`config.mk`:
```
export PLATFORM = sky130hd
export DESIGN_NAME = reg_bank_sb
export DESIGN_NICKNAME = d
export VERILOG_FILES = /design/src/rtl/reg_bank_sb.sv
export SDC_FILE = /design/constraint.sdc
export NUM_CORES = 1
export LEC_CHECK = 0
export BUFFER_PORTS_ARGS = -buffer_cell sky130_fd_sc_hd__buf_2
export CELL_PAD_IN_SITES_DETAIL_PLACEMENT = 0
export CELL_PAD_IN_SITES_GLOBAL_PLACEMENT = 1
export CORE_ASPECT_RATIO = 0.8
export CORE_MARGIN = 1
export CORE_UTILIZATION = 55
export CTS_CLUSTER_DIAMETER = 100
export DETAILED_ROUTE_END_ITERATION = 10
export PLACE_DENSITY_LB_ADDON = 0.1
export SLEW_MARGIN = 15
export SYNTH_ARGS = -nofsm -noshare
export SYNTH_HDL_FRONTEND = slang
export SYNTH_SLANG_ARGS = --single-unit
export TNS_END_PERCENT = 5
```
`constraint.sdc`:
```
create_clock -name CLK -period 6.9 [get_ports CLK]
set_input_delay 1.38 -clock CLK [delete_from_list [all_inputs] [get_ports CLK]]
set_output_delay 1.38 -clock CLK [all_outputs]
set_load 0.01 [all_outputs]
```
`src/rtl/reg_bank_sb.sv`:
```
// Clocked register bank with two combinational read ports, one write port,
// a post-reset clearing sequencer and a per-register pending (RAW) scoreboard.
module reg_bank_sb #(
    parameter int DATA_W   = 32,
    parameter int ADDR_W   = 5,
    parameter int ZERO_REG = 1,
    parameter int BYPASS   = 1
) (
    input  logic              CLK,
    input  logic              RST_N,
    input  logic [ADDR_W-1:0] AR1,
    input  logic [ADDR_W-1:0] AR2,
    input  logic [ADDR_W-1:0] AW,
    input  logic              REG_WRITE,
    input  logic [DATA_W-1:0] DIN,
    input  logic              SET_PEND,
    input  logic [ADDR_W-1:0] AP,
    output logic [DATA_W-1:0] DR1,
    output logic [DATA_W-1:0] DR2,
    output logic              BUSY1,
    output logic              BUSY2,
    output logic              READY
);

    localparam int DEPTH = 2 ** ADDR_W;
    localparam logic [ADDR_W:0] CNT_LAST = (ADDR_W + 1)'(DEPTH - 1);

    typedef enum logic {INIT, RUN} state_e;

    state_e              state_q;
    logic [ADDR_W:0]     cnt_q;
    logic                ready_q;
    logic [DEPTH-1:0]    pend_q, pend_d;
    logic [DATA_W-1:0]   mem_q [DEPTH];

    logic                run;
    logic                we_eff;
    logic                set_eff;
    logic [ADDR_W-1:0]   ar [2];
    logic [DATA_W-1:0]   dr [2];
    logic                busy [2];

    assign run     = (state_q == RUN);
    assign we_eff  = run && REG_WRITE && !(ZERO_REG != 0 && AW == '0);
    assign set_eff = run && SET_PEND  && !(ZERO_REG != 0 && AP == '0);

    // NOTE: sequential state uses non-blocking assignments so every flop samples pre-edge values.
    always_ff @(posedge CLK or negedge RST_N) begin
        if (!RST_N) begin
            state_q <= INIT;
            cnt_q   <= '0;
            ready_q <= 1'b0;
        end else if (state_q == INIT) begin
            cnt_q <= cnt_q + 1'b1;
            if (cnt_q == CNT_LAST) begin
                state_q <= RUN;
                ready_q <= 1'b1;
            end
        end
    end

    // NOTE: the array has no reset; the INIT sequencer clears it one entry per cycle instead.
    always_ff @(posedge CLK) begin
        if (state_q == INIT) begin
            mem_q[cnt_q[ADDR_W-1:0]] <= '0;
        end else if (we_eff) begin
            mem_q[AW] <= DIN;
        end
    end

    // Release first, then reserve, so a same-cycle reservation marks the new producer.
    // NOTE: combinational blocks start from a full default so no latch can be inferred.
    always_comb begin
        pend_d = pend_q;
        if (we_eff) begin
            pend_d[AW] = 1'b0;
        end
        if (set_eff) begin
            pend_d[AP] = 1'b1;
        end
    end

    always_ff @(posedge CLK or negedge RST_N) begin
        if (!RST_N) begin
            pend_q <= '0;
        end else begin
            pend_q <= pend_d;
        end
    end

    assign ar[0] = AR1;
    assign ar[1] = AR2;

    always_comb begin
        for (int p = 0; p < 2; p++) begin
            dr[p]   = mem_q[ar[p]];
            busy[p] = pend_q[ar[p]];
            if (BYPASS != 0 && we_eff && AW == ar[p]) begin
                dr[p] = DIN;
                if (!(set_eff && AP == ar[p])) begin
                    busy[p] = 1'b0;
                end
            end
            if (!run || (ZERO_REG != 0 && ar[p] == '0)) begin
                dr[p]   = '0;
                busy[p] = 1'b0;
            end
        end
    end

    assign DR1   = dr[0];
    assign DR2   = dr[1];
    assign BUSY1 = busy[0];
    assign BUSY2 = busy[1];
    assign READY = ready_q;

endmodule
```
==> results.md <==
- Outcome: complete, no violations
- H-tree Lvls: 3
- Synth Register Bits: 1064
- Clock Skew: 0.0298 ns
- I/O pins: 123
- # port buffers: 122
- Seq. cell area: 31800 µm²
- Critical-path cell list: buf_6, nand2b_4, o221ai_1, o22ai_1, nor3_1, a211o_1, buf_2
- Delay of the slowest cell on the worst path: 0.95 ns
- Max VDD drop: 0.214 mV
- WHS Path Cells: 0
- Skew-Pair Late Insertion Delay: 0.70 ns
- Final hold violation count: 0
- Top FF cell, synth: edfxtp_1
- PwrDens: 255 nW/µm²
- WL/cell: 36.6 µm
- Largest net degree at the start of global routing: 103
- Post-cts sizing count: 0
- Crit share post-route: 80.8%
- Via Count: 30000
- Core box area: 89500 µm²
- CP max FO: 62
- Post-Syn Instances: 2690
- FFs w/ async S/R, synth: 3.76%
- CP endpoint kind: output port
- Max cap viols: 0
- R2r setup slk: 2.79 ns
- DRC Markers: 0
- Unrepaired setup endpoints after global routing: false
- Share of layout cells above drive strength 1: 31.1%
- WHS: 0.409 ns
- Synthesis Warnings: 0
- Startpoint Class: input port
- Cell Rows: 98
- Post-synthesis sequential area ratio: 63.7%
- Hold buffer count at CTS: 0
- Post-synthesis cell area: 49800 µm²
- Reg2Reg Depth: 5
- Hold crit path type: reg -> reg
- Unique masters post-synth: 55
- Vias in the first global route: 29500
- Most frequent cells in the layout: 1024 x edfxtp_1, 466 x mux4_2, 186 x o22ai_1
- Mean post-synth cell area: 18.5 µm²
- Routed Antenna Nets: 0
- Area of the die: 91800 µm²
- Critical Path RT: 5.52 ns
- FILL cells: 6384
- Total GRT Usage: 32.6%
- Synth Net Count: 2747
- Sink Count: 1064
- Gr ovfl total: 0
- Setup CP Type: in -> out
- Total Wirelength: 149000 µm
- First-pass GRT wire length: 214000 µm
- Pins Over Slew Limit: 0
- Final setup fails: 0
- Nets: 2846
- Width of the die: 339 µm
- Clk slew on worst S/H paths: 0.06 ns
- Clock Path Buffers: 3
- Arrival time at the worst endpoint: 4.20 ns
- Commonest non-fill, non-tap cell in the layout: edfxtp_1
- Min Clock Period, post-route: 5.58 ns
- Initial drt markers: 3971
- Area occupied by multi-input gates: 17200 µm²
- Max frequency: 179 MHz
- Max-slew headroom: 12.5%
- Initial antenna violation count: 1
- Initial Utilization: 55.7%
- Placer Congestion: 0.874
- Setup TNS: 0 ns
- Clock Root Buffer: clkbuf_16
- Post-CTS Setup Bufs: 0
- Slowest cell on crit path: nand2b_4
- Static Leakage: 19.4 nW
- EDFF count, synth: 1024
- Num CTS Buffers: 106
- Layout area overhead: 11.4%
- CTS tree: yes
- DIE HEIGHT: 271 µm
- Worst Tran Pin Value: 1.31 ns
- Via/cell ratio: 7.36
- DRT Pass-1 Iters: 7
- HPWL Detailed: 85300 µm
## per-layer routing
| layer | global-route usage [%] | up-vias | wire length, µm |
|---|---|---|---|
| li1 | - | 11800 | - |
| met1 | 48.6 | 16000 | 59600 |
| met2 | 49.5 | 1860 | 69200 |
| met3 | 6.39 | 280 | 15900 |
| met4 | 9.81 | 0 | 4430 |
| met5 | 0 | - | 0 |
## through the flow
stage	util (%)	power, mW	setup slack, ns	std cells	area [µm²]
2_1_floorplan	-	8.05	2.40	2690	49800
3_3_place_gp	58.1	8.45	1.46	3880	52000
3_5_place_dp	58.1	8.47	1.43	3880	52000
4_1_cts	62.0	14.2	1.43	4074	55500
5_1_grt	62.0	14.5	1.32	4075	55500
6_report	62.0	14.1	1.32	4076	55500
## critical path, delay by kind of cell
kind                   cells  cell delay (ns)
buffers and inverters      2             0.75
AND/OR/NAND/NOR            2             1.05
AO/OA/AOI/OAI              3             0.92
## state kept, by name (all words and copies together), names as in the netlist
signal	flops
READY	1
cnt_q	6
mem_q	1024
run	1
pend_q	32
## area by class of cell
class	count	share of cell area [%]
Inverter	7	0.0473
Tap cell	1200	2.70
Antenna cell	1	0.00451
Multi-Input combinational cell	1392	31.0
Clock buffer	128	5.04
Sequential cell	1064	57.2
Clock inverter	66	1.16
Timing Repair Buffer	218	2.87
## synth_stat cells (all sizes together), types with 2 or more instances
| library cell | n | area, µm² |
|---|---|---|
| o22ai | 186 | 1160 |
| and3 | 3 | 18.8 |
| nand4 | 4 | 25.0 |
| a31oi | 7 | 43.8 |
| o221ai | 62 | 543 |
| a211oi | 34 | 255 |
| mux2 | 4 | 45.0 |
| nand2b | 4 | 25.0 |
| o2bb2ai | 2 | 17.5 |
| or3b | 4 | 35.0 |
| edfxtp | 1024 | 30700 |
| a41oi | 2 | 17.5 |
| or4 | 32 | 240 |
| a21o | 3 | 22.5 |
| or2 | 3 | 18.8 |
| xnor2 | 14 | 123 |
| a22oi | 2 | 15.0 |
| xor2 | 11 | 96.3 |
| o21ai | 95 | 475 |
| nand3b | 8 | 60.1 |
| buf | 140 | 858 |
| clkbuf | 87 | 327 |
| nor2 | 60 | 225 |
| inv | 7 | 26.3 |
| a211o | 31 | 272 |
| nor2b | 8 | 50.1 |
| dfrtp | 40 | 1000 |
| mux2i | 161 | 1610 |
| and2 | 33 | 206 |
| o311ai | 3 | 33.8 |
| mux4 | 466 | 10500 |
| nand2 | 51 | 191 |
| nor4 | 4 | 25.0 |
| nor3 | 38 | 195 |
| nand3 | 10 | 50.1 |
| or3 | 2 | 12.5 |
| a2111oi | 3 | 26.3 |
| o31ai | 3 | 22.5 |
| a21oi | 33 | 165 |
## power breakdown
| group | total (mW) | internal [mW] | switching (mW) |
|---|---|---|---|
| combinational | 1.20 | 0.457 | 0.743 |
| clock | 5.80 | 3.32 | 2.48 |
| sequential | 7.15 | 7.13 | 0.0198 |
| total | 14.1 | 10.9 | 3.24 |
## cell families (layout without fill, tap and decap cells)
family	after synthesis	in the layout	synth area share, %
compound gates	469	469	6.22
xor+xnor	25	25	0.439
fa+ha+maj	1	1	0.0251
buf+inv	234	419	2.43
flops	1064	1064	63.7
mux	631	631	24.4
other cells	0	1	0
simple gates	266	266	2.80
## final timing paths
| path | start | endpoint |
|---|---|---|
| max reg2reg | run | mem_q[28][17] |
| min | pend_q[0] | pend_q[0] |
| max | AR1[2] | DR1[20] |
| min reg2reg | pend_q[0] | pend_q[0] |
| max in group asynchronous | RST_N | cnt_q[4] |
| min in group asynchronous | RST_N | pend_q[22] |
(Power assumes the default switching activity.)
